## config.mk

```make
export PLATFORM = sky130hd
export DESIGN_NAME = uart_tx_frame
export DESIGN_NICKNAME = d
export VERILOG_FILES = /design/src/rtl/uart_pkg.sv /design/src/rtl/uart_sync_fifo.sv /design/src/rtl/uart_tx_frame.sv
export SDC_FILE = /design/constraint.sdc
export NUM_CORES = 1
export LEC_CHECK = 0
export ABC_AREA = 1
export CORE_ASPECT_RATIO = 0.75
export CORE_MARGIN = 5
export CORE_UTILIZATION = 52
export CTS_CLUSTER_DIAMETER = 120
export DETAILED_ROUTE_END_ITERATION = 10
export MAX_ROUTING_LAYER = met4
export PLACE_DENSITY_LB_ADDON = 0.25
export SLEW_MARGIN = 15
export SYNTH_ARGS = -nofsm -noshare
export SYNTH_HDL_FRONTEND = slang
export SYNTH_SLANG_ARGS = --single-unit
```

## constraint.sdc

```tcl
create_clock -name clk -period 2 [get_ports clk]
set_clock_uncertainty 0.1 [all_clocks]
set_input_delay 0.4 -clock clk [delete_from_list [all_inputs] [get_ports clk]]
set_output_delay 0.4 -clock clk [all_outputs]
set_load 0.02 [all_outputs]
```

## src/rtl/uart_pkg.sv

```systemverilog
`default_nettype none
// +----------------------------------------------------------------------+
// | Module   : uart_pkg                                                  |
// | Brief    : Shared UART state encoding and parity mode constants.     |
// | Revision : 1.0                                                       |
// +----------------------------------------------------------------------+
package uart_pkg;

  typedef enum logic [2:0] {
    IDLE   = 3'd0,
    START  = 3'd1,
    DATA   = 3'd2,
    PARITY = 3'd3,
    STOP   = 3'd4
  } tx_state_e;

  localparam logic [1:0] PAR_NONE = 2'b00;
  localparam logic [1:0] PAR_EVEN = 2'b01;
  localparam logic [1:0] PAR_ODD  = 2'b10;

  // Mode 2'b11 is deliberately treated like PAR_NONE.
  function automatic logic par_active(input logic [1:0] mode);
    return (mode == PAR_EVEN) || (mode == PAR_ODD);
  endfunction

endpackage
`default_nettype wire

```

## src/rtl/uart_sync_fifo.sv

```systemverilog
`default_nettype none
// +----------------------------------------------------------------------+
// | Module   : uart_sync_fifo                                            |
// | Brief    : Single-clock show-ahead FIFO, power-of-two depth.         |
// | Revision : 1.0                                                       |
// +----------------------------------------------------------------------+
module uart_sync_fifo #(
  parameter int WIDTH = 8,
  parameter int DEPTH = 4
) (
  input  logic                     clk,
  input  logic                     rst,
  input  logic                     i_wr_en,
  input  logic [WIDTH-1:0]         i_wr_data,
  input  logic                     i_rd_en,
  output logic [WIDTH-1:0]         o_rd_data,
  output logic                     o_full,
  output logic                     o_empty,
  output logic [$clog2(DEPTH):0]   o_count
);

  localparam int c_AW = $clog2(DEPTH);
  localparam logic [c_AW:0] c_DEPTH = (c_AW+1)'(DEPTH);

  logic [WIDTH-1:0] r_mem [DEPTH];
  logic [c_AW-1:0]  r_wr_ptr;
  logic [c_AW-1:0]  r_rd_ptr;
  logic [c_AW:0]    r_count;
  logic             w_wr;
  logic             w_rd;

  assign o_full    = (r_count == c_DEPTH);
  assign o_empty   = (r_count == '0);
  assign o_count   = r_count;
  assign o_rd_data = r_mem[r_rd_ptr];
  assign w_wr      = i_wr_en && !o_full;
  assign w_rd      = i_rd_en && !o_empty;

  always_ff @(posedge clk) begin
    if (w_wr) begin
      r_mem[r_wr_ptr] <= i_wr_data;
    end
  end

  // Pointers wrap for free because DEPTH is a power of two.
  always_ff @(posedge clk) begin
    if (rst) begin
      r_wr_ptr <= '0;
      r_rd_ptr <= '0;
      r_count  <= '0;
    end else begin
      if (w_wr) r_wr_ptr <= r_wr_ptr + 1'b1;
      if (w_rd) r_rd_ptr <= r_rd_ptr + 1'b1;
      case ({w_wr, w_rd})
        2'b10:   r_count <= r_count + 1'b1;
        2'b01:   r_count <= r_count - 1'b1;
        default: r_count <= r_count;
      endcase
    end
  end

endmodule
`default_nettype wire

```

## src/rtl/uart_tx_frame.sv

```systemverilog
`default_nettype none
// +----------------------------------------------------------------------+
// | Module   : uart_tx_frame                                             |
// | Brief    : FIFO-fed UART transmitter, runtime parity / stop format.  |
// |            UART_TX_FRAME_PARITY_EN builds the parity bit support.    |
// | Revision : 1.0                                                       |
// +----------------------------------------------------------------------+
module uart_tx_frame #(
  parameter int DBIT       = 8,
  parameter int OS_TICK    = 16,
  parameter int FIFO_DEPTH = 4
) (
  input  logic                          clk,
  input  logic                          rst,
  input  logic                          s_tick,
  input  logic                          in_valid,
  input  logic [DBIT-1:0]               in_data,
  output logic                          in_ready,
  input  logic [1:0]                    par_mode,
  input  logic                          stop2,
  output logic                          tx,
  output logic                          busy,
  output logic                          tx_done_tick,
  output logic [$clog2(FIFO_DEPTH):0]   fifo_count
);

  import uart_pkg::*;

  localparam int c_TW = $clog2(2*OS_TICK);
  localparam int c_BW = $clog2(DBIT);
  localparam logic [c_TW-1:0] c_TICK_LAST  = c_TW'(OS_TICK-1);
  localparam logic [c_TW-1:0] c_TICK_LAST2 = c_TW'(2*OS_TICK-1);
  localparam logic [c_BW-1:0] c_BIT_LAST   = c_BW'(DBIT-1);

  tx_state_e        r_state;
  tx_state_e        w_state_n;
  logic [c_TW-1:0]  r_tick;
  logic [c_TW-1:0]  w_tick_n;
  logic [c_BW-1:0]  r_bit;
  logic [c_BW-1:0]  w_bit_n;
  logic [DBIT-1:0]  r_shift;
  logic [DBIT-1:0]  w_shift_n;
  logic             r_tx;
  logic             w_tx_n;
  logic             r_stop2;
  logic             w_pop;
  logic             w_done;
  logic             w_full;
  logic             w_empty;
  logic [DBIT-1:0]  w_fifo_data;
  logic             w_tick_end;
  logic             w_stop_end;

`ifdef UART_TX_FRAME_PARITY_EN
  logic             r_par_en;
  logic             r_par_bit;
`else
  logic             w_unused_par_mode;
  assign w_unused_par_mode = ^par_mode;
`endif

  uart_sync_fifo #(
    .WIDTH (DBIT),
    .DEPTH (FIFO_DEPTH)
  ) u_fifo (
    .clk       (clk),
    .rst       (rst),
    .i_wr_en   (in_valid),
    .i_wr_data (in_data),
    .i_rd_en   (w_pop),
    .o_rd_data (w_fifo_data),
    .o_full    (w_full),
    .o_empty   (w_empty),
    .o_count   (fifo_count)
  );

  assign in_ready     = !w_full;
  assign busy         = (r_state != IDLE);
  assign tx           = r_tx;
  assign tx_done_tick = w_done && !rst;
  assign w_tick_end   = s_tick && (r_tick == c_TICK_LAST);
  assign w_stop_end   = s_tick && (r_tick == (r_stop2 ? c_TICK_LAST2 : c_TICK_LAST));

  always_comb begin
    w_state_n = r_state;
    w_shift_n = r_shift;
    w_bit_n   = r_bit;
    w_tick_n  = s_tick ? r_tick + 1'b1 : r_tick;
    w_pop     = 1'b0;
    w_done    = 1'b0;
    case (r_state)
      IDLE: begin
        w_tick_n = '0;
        if (!w_empty) begin
          w_pop     = 1'b1;
          w_shift_n = w_fifo_data;
          w_state_n = START;
        end
      end
      START: begin
        if (w_tick_end) begin
          w_state_n = DATA;
          w_bit_n   = '0;
          w_tick_n  = '0;
        end
      end
      DATA: begin
        if (w_tick_end) begin
          w_shift_n = r_shift >> 1;
          w_tick_n  = '0;
          if (r_bit == c_BIT_LAST) begin
`ifdef UART_TX_FRAME_PARITY_EN
            w_state_n = r_par_en ? PARITY : STOP;
`else
            w_state_n = STOP;
`endif
          end else begin
            w_bit_n = r_bit + 1'b1;
          end
        end
      end
`ifdef UART_TX_FRAME_PARITY_EN
      PARITY: begin
        if (w_tick_end) begin
          w_state_n = STOP;
          w_tick_n  = '0;
        end
      end
`endif
      STOP: begin
        if (w_stop_end) begin
          w_done   = 1'b1;
          w_tick_n = '0;
          // Back-to-back streaming: the next start bit follows without an idle cycle.
          if (!w_empty) begin
            w_pop     = 1'b1;
            w_shift_n = w_fifo_data;
            w_state_n = START;
          end else begin
            w_state_n = IDLE;
          end
        end
      end
      default: begin
        w_state_n = IDLE;
        w_tick_n  = '0;
      end
    endcase
  end

  // The line level is derived from the upcoming state so the pin is glitch-free
  // and changes on the same edge as the state register.
  always_comb begin
    w_tx_n = 1'b1;
    case (w_state_n)
      START:   w_tx_n = 1'b0;
      DATA:    w_tx_n = w_shift_n[0];
`ifdef UART_TX_FRAME_PARITY_EN
      PARITY:  w_tx_n = r_par_bit;
`endif
      default: w_tx_n = 1'b1;
    endcase
  end

  always_ff @(posedge clk) begin
    if (rst) begin
      r_state <= IDLE;
      r_tick  <= '0;
      r_bit   <= '0;
      r_shift <= '0;
      r_tx    <= 1'b1;
      r_stop2 <= 1'b0;
`ifdef UART_TX_FRAME_PARITY_EN
      r_par_en  <= 1'b0;
      r_par_bit <= 1'b0;
`endif
    end else begin
      r_state <= w_state_n;
      r_tick  <= w_tick_n;
      r_bit   <= w_bit_n;
      r_shift <= w_shift_n;
      r_tx    <= w_tx_n;
      if (w_pop) begin
        r_stop2 <= stop2;
`ifdef UART_TX_FRAME_PARITY_EN
        r_par_en  <= par_active(par_mode);
        r_par_bit <= (^w_fifo_data) ^ (par_mode == PAR_ODD);
`endif
      end
    end
  end

endmodule
`default_nettype wire

```

# After elaboration in Yosys (flattened, before gate mapping)
# Memory sizes are Yosys's and may differ from the RTL's. A register that Yosys moved wholly into a read port is not among the register bits.
# Cells that the tools add are included.
# totals
input_bits	15
regBits	28
output_inout_bits	7
memories	1
mem_bits_rw	32
elab_cells	80
# op_classes
mux	31
addsub	6
n_eq_ne	15
reduce_logical	17
# mem_list
name	words	word_bits	rd	rd_ports_with_merged_regs	wr	line	rtl
u_fifo.r_mem	4	8	1	1	1	uart_sync_fifo.sv:25	logic [WIDTH-1:0] r_mem [DEPTH];
# op_table
op	count
$mux W3	8
$mux W8	3
$pmux W8 S3	1
$mux W5	4
$pmux W3 S2	2
$pmux W3 S4	1
$pmux W5 S2	1
$eq A3 B3 Y1 const B	3
$ne A2 B2 Y1 const B	4
$mux W1	7
$add A3 B1 Y3 const B	2
$eq A3 B1 Y1 const B	2
$eq A3 B2 Y1 const B	2
$logic_not A3 Y1	2
$reduce_bool A3 Y1	2
$add A5 B1 Y5 const B	1
$eq A5 B4 Y1 const B	1
$eq A5 B5 Y1	1
$logic_and A1 B1 Y1	5
$add A2 B1 Y2 const B	2
$mux W2	2
$pmux W1 S2	2
$reduce_and A4 Y1	1
$reduce_bool A2 Y1	2
other kinds (6)	8

# Logic depth before layout (Yosys ltp)
# Gate-level depths: netlist (run 1).
# depth
word_depth	8
ltp_mapped	14
mapped_depth_nobuf	14

# Hierarchy
# A second synthesis (run 1) with hierarchy kept.
# unflattened
hier_cells	310
hier_area_um2	2870.3
# modules_own_cells
mod	area_each_um2	seq_area_each_um2	cells_each	instances
uart_sync_fifo	1691.6	1141.1	146	1
uart_tx_frame	1178.6	420.4	164	1

# Worst setup path before layout (run 1)
# Ideal clock, no wire load.
# synth_path
path_kind	register to register
startpoint	register r_tick[0]
endpoint	register u_fifo.r_count[2] (netlist: u_fifo.o_count[2])
synth_period_minus_slack_ns	2.194
slack_ns	-0.194
stages_incl_launch_ff	15
setup_ns	0.122
arrival_time_ns	1.972
path_cell_list	dfxtp_1 -> ha_1 -> nand2_4 -> nor2_4 -> nand2_4 -> nand2_4 -> nand2_2 -> inv_2 -> ha_1 -> inv_1 -> fa_1 -> a21oi_1 -> o21ai_0 -> o21ai_0 -> a21oi_1
# synth_between
elab_chain_len	7
word_cells_on_any_way	9
# synth_lines
element	line	rtl
start, declared	uart_tx_frame.sv:37	logic [c_TW-1:0] r_tick;
start signal, assigned	uart_tx_frame.sv:179	r_tick <= w_tick_n;
$eq A5 B5 Y1 *	uart_tx_frame.sv:82	assign w_stop_end = s_tick && (r_tick == (r_stop2 ? c_TICK_LAST2 : c_TICK_LAST));
$logic_and A1 B1 Y1 *	uart_tx_frame.sv:82	
$mux W1 *	uart_tx_frame.sv:131	if (w_stop_end) begin
$pmux W1 S2 *	uart_tx_frame.sv:91	case (r_state)
$logic_and A1 B1 Y1 *	uart_sync_fifo.sv:37	assign w_rd = i_rd_en && !o_empty;
via u_fifo.w_rd	uart_sync_fifo.sv:30	logic w_rd;
$eq A2 B1 Y1 / $eq A2 B2 Y1 (equally long branches)	uart_sync_fifo.sv:54	case ({w_wr, w_rd})
$pmux W3 S2 / $reduce_bool A2 Y1 (equally long branches)	-	
end signal, assigned	uart_sync_fifo.sv:55	2'b10: r_count <= r_count + 1'b1;
end signal, assigned	uart_sync_fifo.sv:56	2'b01: r_count <= r_count - 1'b1;
end signal, assigned	uart_sync_fifo.sv:57	default: r_count <= r_count;
end, declared	uart_sync_fifo.sv:28	logic [c_AW:0] r_count;
# The timed path passes the listed nets; every way through them passes the cells marked *.
# A chain may end at the register's enable or synchronous reset.

# Final worst setup path (run 1)
# layout_path
startpoint	register r_tick[1]
endpoint	register u_fifo.r_count[2] (netlist: u_fifo.o_count[2])
# The elaborated chain is that of the path after synthesis.

==> results of run 1 <==
[worst paths after layout]
check / from / to / slack (ns)
setup / recovery: r_tick[1] / u_fifo.o_count[2] / -0.05
hold / removal: r_stop2 / r_stop2 / 0.37
setup reg to reg: r_tick[1] / u_fifo.o_count[2] / -0.05
hold reg to reg: r_stop2 / r_stop2 / 0.37
[kinds of logic (layout without fill, tap and decap cells)]
family          count (synthesis)  count (layout)  synth area share (%)
flops                          62              62                  54.0
mux                             1               1                 0.346
compound gates                 48              48                  9.35
xor+xnor                        3               3                 0.910
simple gates                  143             143                  23.4
fa+ha+maj                      10              10                  4.59
buf+inv                        53             111                  7.36
[repair_timing]
item	4_1_cts	5_1_grt
setup endpoints to repair	4	2
pin swaps	0	1
resized for setup	9	2
[state kept, by name, summed over array words and instances (netlist names), named ones only]
register,count
tx,1
r_shift,8
r_state,3
r_bit,3
r_stop2,1
u_fifo.r_mem,32
u_fifo.o_count,3
u_fifo.r_wr_ptr,2
r_tick,5
u_fifo.r_rd_ptr,2
[power by group through the flow]
| stage | Sequential [mW] | Clock [mW] | Combinational [mW] |
|---|---|---|---|
| floorplan | 1.77 | 0 | 1.13 |
| global placement | 1.78 | 0 | 1.66 |
| detailed placement | 1.78 | 0 | 1.71 |
| CTS | 1.76 | 1.22 | 1.72 |
| global route | 1.79 | 1.29 | 2.00 |
| finish | 1.76 | 1.21 | 1.73 |
[critical path: cells and delay by family, from the launching register on]
family	cells	cell delay [ns]
and+or+nand+nor	5	0.34
AOI/OAI and AO/OA	4	0.40
DFF	1	0.36
buffers and inverters	2	0.10
adders and majority gates	3	0.66
[layer usage]
metal | share of wire [%] | GRT usage [%]
met3 | 5.1 | 6.17
met1 | 50 | 23.9
met4 | 1.1 | 4.26
met2 | 44 | 27.5
met5 | 0 | -
[metrics by stage]
stage / cell area [µm²] / setup WS [ns] / hold WS, ns / util (%) / setup TNS, ns
2_1_floorplan: 2920 / -0.0181 / 0.344 / - / -0.0181
3_3_place_gp: 3390 / -0.433 / 0.360 / 63.3 / -1.22
3_5_place_dp: 3390 / -0.464 / 0.367 / 63.3 / -1.92
4_1_cts: 3600 / -0.00894 / 0.376 / 67.3 / -0.00894
5_1_grt: 3610 / -0.222 / 0.389 / 67.4 / -0.273
6_report: 3610 / -0.0502 / 0.371 / 67.4 / -0.0502
[layout make-up]
type                       count  area share [%]
sequential                    62            43.4
multi-input combinational    205            31.7
timing repair buffer          50            11.5
inverter                      45            4.68
clock buffer                   9            3.43
clock inverter                 7            2.70
tap                           75            2.60
[layout by cell type (no fill, tap or decap), types with 2 or more instances in the layout]
master,Yosys,final
inv_1,38,37
clkinvlp_4,0,2
nand2_4,4,5
a21oi_1,11,10
nor2_2,5,5
nand2_1,47,47
edfxtp_1,32,32
a21oi_2,1,2
dfxtp_2,0,5
inv_2,7,8
dlygate4sd2_1,0,3
buf_4,0,31
o21ai_1,3,4
clkbuf_8,0,9
o211ai_1,6,6
xor2_1,2,2
clkdlybuf4s50_1,0,15
ha_1,9,8
nand3_1,18,18
nor2_1,54,54
o21ai_0,24,22
dfxtp_1,30,25
nor2_4,5,5
nand2_2,4,3
bufinv_16,0,2
==> results.tsv, run 1 <==
stage	metric	value	unit
synth	Synth Net Count	345	
floorplan	die width	96.1	µm
synth	largest cells by area after synthesis	edfxtp_1, dfxtp_1, nor2_1	
clock_network	clock-pin transition on the worst setup and hold timing paths	0.07	ns
synth	number of synthesized flops with an enable pin	32	
timing	Final Max Slew Viols	0	
floorplan	core area	5350	µm²
routing	remaining antenna violation count after routing	0	
clock_network	# H-tree levels	3	
synth	Distinct cells, synth	33	
synth	share of the synthesized area in the top cell type	33.3	%
synth	ys flop type	edfxtp_1	
pwr	total net switching power	1.69	mW
placed_design	placed cells	437	
synth	#FFs+latches synth	62	
global_route	first-pass GRT wire length	9470	µm
clock_network	Root Buffer Master	clkbuf_8	
global_route	largest net degree at the start of global routing	17	
setup_path	Worst EP required	2.13	ns
global_route	initial antenna violation count	0	
synth	most frequent cell after synthesis	nor2_1	
routing	Via-to-Cell Ratio	4.85	
timing	maximum operating frequency	488	MHz
setup_path	R2R cell count	14	
cells_and_area	Sequential cell area	1570	µm²
setup_path	cell mode on critical path	nand2_4	
cells_and_area	Filler Cell Count	442	
setup_path	crit start category	flop	
setup_path	Max stage delay on crit path	0.36	ns
setup_path	crit path DAT	2.18	ns
routing	Via Count	2199	
synth	post-synthesis cell count	320	
pwr	Lkg Pwr	1.54	nW
cells_and_area	Non-Filler Instances	453	
setup_path	cells along the critical path	ha_4 -> nand2_4 -> nor2_4 -> nand2_4 -> nand2_4 -> nand2_4 -> inv_2 -> ha_1 -> inv_2 -> fa_2 -> a21oi_2 -> o21ai_2 -> o21ai_1 -> a21oi_1	
pwr	Logic pwr share	36.9	%
routing	length of the first detailed-routing pass in iterations	4	
hold_path	Hold Crit Class	reg -> reg	
routing	final wirelength	5650	µm
placed_design	IO buf count	19	
clock_network	CTS tree	yes	
synth	YS warnings	0	
floorplan	Row Count	23	
timing	setup ws final	-0.0502	ns
synth	ys async rst share	0	%
pwr	Int Pwr	3.01	mW
timing	Slew Limit Headroom	68.4	%
run	max_cap viols	0	
pwr	Reg power frac	37.5	%
timing	Final Cycle Share	103	%
placed_design	RD Place Congestion	0.780	
pwr	clock share of power	25.7	%
timing	final hold violations	0	
clock_network	Clock Path Buffers	2	
pwr	switching share of power	36.0	%
hold_path	Hold Path Stages	2	
placed_design	dpl hpwl	4060	µm
routing	# DRC	0	
clock_network	Setup Buffers After CTS	0	
routing	starting DRC count in detailed routing	114	
setup_path	Crit Path Max Fanout	3	
pwr	Max IR drop VDD	0.938	mV
clock_network	TritonCTS buffer count	9	
cells_and_area	area grow syn2layout	24.9	%
clock_network	clock sink count	62	
synth	synth cell count leaders	nor2_1, nand2_1, inv_1, edfxtp_1, dfxtp_1	
global_route	Congestion Overflow GR	0	
global_route	GRT Util Overall	18.3	%
floorplan	io pins	22	
clock_network	worst-skew pair later-pin latency	0.34	ns
cells_and_area	ant diodes	0	
setup_path	Max stage delay cell, worst path	dfxtp_2	
routing	drt wl/cell	12.5	µm
timing	crit path time final	2.05	ns
timing	Worst-Margin Slew	0.473	ns
synth	cell taking the most area after synthesis	edfxtp_1	
cells_and_area	Final nets	398	
synth	Mean Syn Cell Area	9.03	µm²
pwr	PD cells	1300	nW/µm²
run_status	status	finished with violations	
floorplan	initial cell density of the core	54.0	%
floorplan	die outline area	7160	µm²
timing	Setup violations, final	1	
cells_and_area	fraction of layout cells with a size suffix above 1	22.5	%
cells_and_area	multi-input combinational cell area	1140	µm²
global_route	vias in the first global route	2095	
run_status	violated checks	negative setup slack	
setup_path	Setup CP Type	reg -> reg	
timing	RSZ-0062 raised after global routing	true	
synth	post-synthesis sequential area ratio	54.0	%
setup_path	capturing element type of the critical path	flop	
clock_network	cts hold-fix bufs	0	
synth	post-synthesis cell area	2890	µm²
floorplan	die boundary height	74.6	µm
pwr	Pwr Total	4.70	mW
(Power assumes the default switching activity.)
==> run 2, diff against run 1 <==
--- a/config.mk
+++ b/config.mk
@@ -9,7 +9,6 @@
 export CORE_ASPECT_RATIO = 0.75
 export CORE_MARGIN = 5
 export CORE_UTILIZATION = 52
-export CTS_CLUSTER_DIAMETER = 120
 export DETAILED_ROUTE_END_ITERATION = 10
 export MAX_ROUTING_LAYER = met4
 export PLACE_DENSITY_LB_ADDON = 0.25
==> results of run 2 <==
The final DEF is identical to that of run 1; final timing and power are the same.
==> run 3, diff against run 2 <==
--- a/config.mk
+++ b/config.mk
@@ -8,8 +8,9 @@
 export ABC_AREA = 1
 export CORE_ASPECT_RATIO = 0.75
 export CORE_MARGIN = 5
-export CORE_UTILIZATION = 52
+export CORE_UTILIZATION = 56
 export DETAILED_ROUTE_END_ITERATION = 10
+export DONT_BUFFER_PORTS = 1
 export MAX_ROUTING_LAYER = met4
 export PLACE_DENSITY_LB_ADDON = 0.25
 export SLEW_MARGIN = 15
==> run 3 against run 2 <==
- the run still ends with negative setup slack left
- critical endpoint unchanged
- critical path type unchanged
- register-to-register slack got worse by 0.02 ns
- flip-flop and latch count is the same
- power shrank 4.9%
==> results.tsv, run 3 (synthesis gave the netlist of run 1 again) <==
stage	metric	value	unit
floorplan	die boundary height	72.2	µm
floorplan	initial cell density of the core	58.3	%
clock_network	# H-tree levels	3	
setup_path	Setup CP Type	reg -> reg	
global_route	initial antenna violation count	0	
routing	# DRC	0	
timing	Final Max Slew Viols	0	
cells_and_area	largest register by flop count	u_fifo.r_mem	
cells_and_area	biggest regs	u_fifo.r_mem: 32 flops, r_shift: 8 flops, r_tick: 5 flops	
timing	crit path time final	2.07	ns
setup_path	cell mode on critical path	nand2_4	
cells_and_area	commonest non-fill, non-tap cell in the layout	nor2_1	
pwr	PD cells	1320	nW/µm²
routing	Via Count	2153	
setup_path	Max stage delay cell, worst path	fa_2	
setup_path	Max stage delay on crit path	0.36	ns
cells_and_area	Final Util	68.4	%
floorplan	io pins	22	
cells_and_area	area grow syn2layout	17.3	%
timing	Setup violations, final	2	
clock_network	Root Buffer Master	clkbuf_8	
setup_path	capturing element type of the critical path	flop	
clock_network	CTS tree	yes	
global_route	vias in the first global route	2104	
cells_and_area	most frequent cells in the layout	nor2_1, nand2_1, inv_1	
routing	length of the first detailed-routing pass in iterations	4	
floorplan	Row Count	22	
placed_design	worst slack at placement	-0.00100	ns
setup_path	Crit Path Max Fanout	2	
clock_network	clock-pin transition on the worst setup and hold timing paths	0.07	ns
timing	Worst-Margin Slew	0.474	ns
pwr	Lkg Pwr	1.45	nW
cells_and_area	fraction of layout cells with a size suffix above 1	22.1	%
cells_and_area	Filler Cell Count	373	
run	max_cap viols	0	
setup_path	reg-to-reg setup timing slack	-0.07	ns
timing	RSZ-0062 raised after global routing	true	
setup_path	crit path DAT	2.19	ns
pwr	Logic pwr share	37.0	%
global_route	first-pass GRT wire length	9470	µm
pwr	switching share of power	36.8	%
timing	Final Cycle Share	103	%
cells_and_area	Final nets	377	
timing	setup ws final	-0.0671	ns
placed_design	IO buf count	0	
timing	Sum Neg Setup Slack	-0.0719	ns
floorplan	die outline area	6710	µm²
floorplan	die width	92.9	µm
global_route	GRT Util Overall	19.2	%
placed_design	dpl hpwl	3840	µm
placed_design	RD Place Congestion	0.812	
setup_path	Worst EP required	2.13	ns
timing	final hold violations	0	
routing	final wirelength	5710	µm
pwr	Reg power frac	39.5	%
placed_design	Placed Area	3120	µm²
global_route	largest net degree at the start of global routing	17	
routing	starting DRC count in detailed routing	102	
timing	maximum operating frequency	484	MHz
clock_network	TritonCTS buffer count	9	
cells_and_area	cell area after layout	3390	µm²
timing	Worst Hold Slack	0.0244	ns
setup_path	crit start category	flop	
cells_and_area	ant diodes	0	
routing	drt wl/cell	13.7	µm
pwr	Max IR drop VDD	0.822	mV
clock_network	Clock Path Buffers	2	
routing	remaining antenna violation count after routing	0	
clock_network	worst-skew pair later-pin latency	0.34	ns
hold_path	Hold Crit Class	in -> reg	
run_status	violated checks	negative setup slack	
run_status	status	finished with violations	
floorplan	core area	4950	µm²
clock_network	clock sink count	62	
pwr	Int Pwr	2.82	mW
setup_path	cells along the critical path	ha_4 -> nand2_4 -> nor2_4 -> nand2_4 -> nand2_4 -> nand2_4 -> inv_2 -> ha_1 -> inv_2 -> fa_2 -> a21oi_2 -> o21ai_2 -> o21ai_1 -> a21oi_1	
global_route	Congestion Overflow GR	0	
cells_and_area	max reg flops	32	
pwr	clock share of power	23.5	%
routing	Via-to-Cell Ratio	5.16	
pwr	total net switching power	1.65	mW
timing	Slew Limit Headroom	68.3	%
run 3: stage by stage:
step	total power, mW	cells
floorplan	2.90	320
global placement	3.33	395
detailed placement	3.38	395
CTS	4.47	414
global route	4.79	417
finish	4.47	417
run 3: worst paths after layout:
kind                  start                 to  depth (start not counted)
setup / recovery  r_tick[0]  u_fifo.o_count[2]                         14
hold / removal          rst         r_state[0]                          1
setup reg to reg  r_tick[0]  u_fifo.o_count[2]                         14
hold reg to reg     r_stop2            r_stop2                          2
run 3: layer usage:
metal / GRT usage, % / wire, µm / up-vias
met1: 24.1 / 2660 / 986
met5: - / 0 / -
met4: 5.37 / 37 / 0
li1: - / - / 1113
met3: 7.56 / 349 / 4
met2: 29.0 / 2660 / 50
run 3: repair_timing:
| item | 4_1_cts | 5_1_grt |
|---|---|---|
| gates resized for setup | 3 | 5 |
| endpoints found under the setup margin | 2 | 2 |
| hold endpoints to repair | 0 | 1 |
| pin swaps | 5 | 1 |
| setup buffers | 3 | 2 |
| hold buffers | 0 | 1 |
run 3: final cells by class:
cell class	instances	area, µm²	share of cell area, %
inverter	45	169	4.99
tap	60	75.1	2.22
clock buffer	11	141	4.17
timing repair buffer	29	228	6.72
multi-input combinational	205	1160	34.2
sequential	62	1570	46.3
clock inverter	5	48.8	1.44
run 3: worst max-delay path: cells and delay by family, from the launching register on:
kind	cells	cell delay (ns)
DFF	1	0.35
AOI/OAI and AO/OA	4	0.40
and+or+nand+nor	5	0.36
buffers and inverters	2	0.09
adders and majority gates	3	0.66
run 3: power by group through the flow:
stage                     registers (mW)  logic, mW  clock network, mW
after CTS                           1.77       1.63               1.07
final                               1.77       1.66               1.05
after floorplan                     1.77       1.13                  0
after global routing                1.80       1.86               1.14
after detailed placement            1.79       1.59                  0
after global placement              1.78       1.55                  0
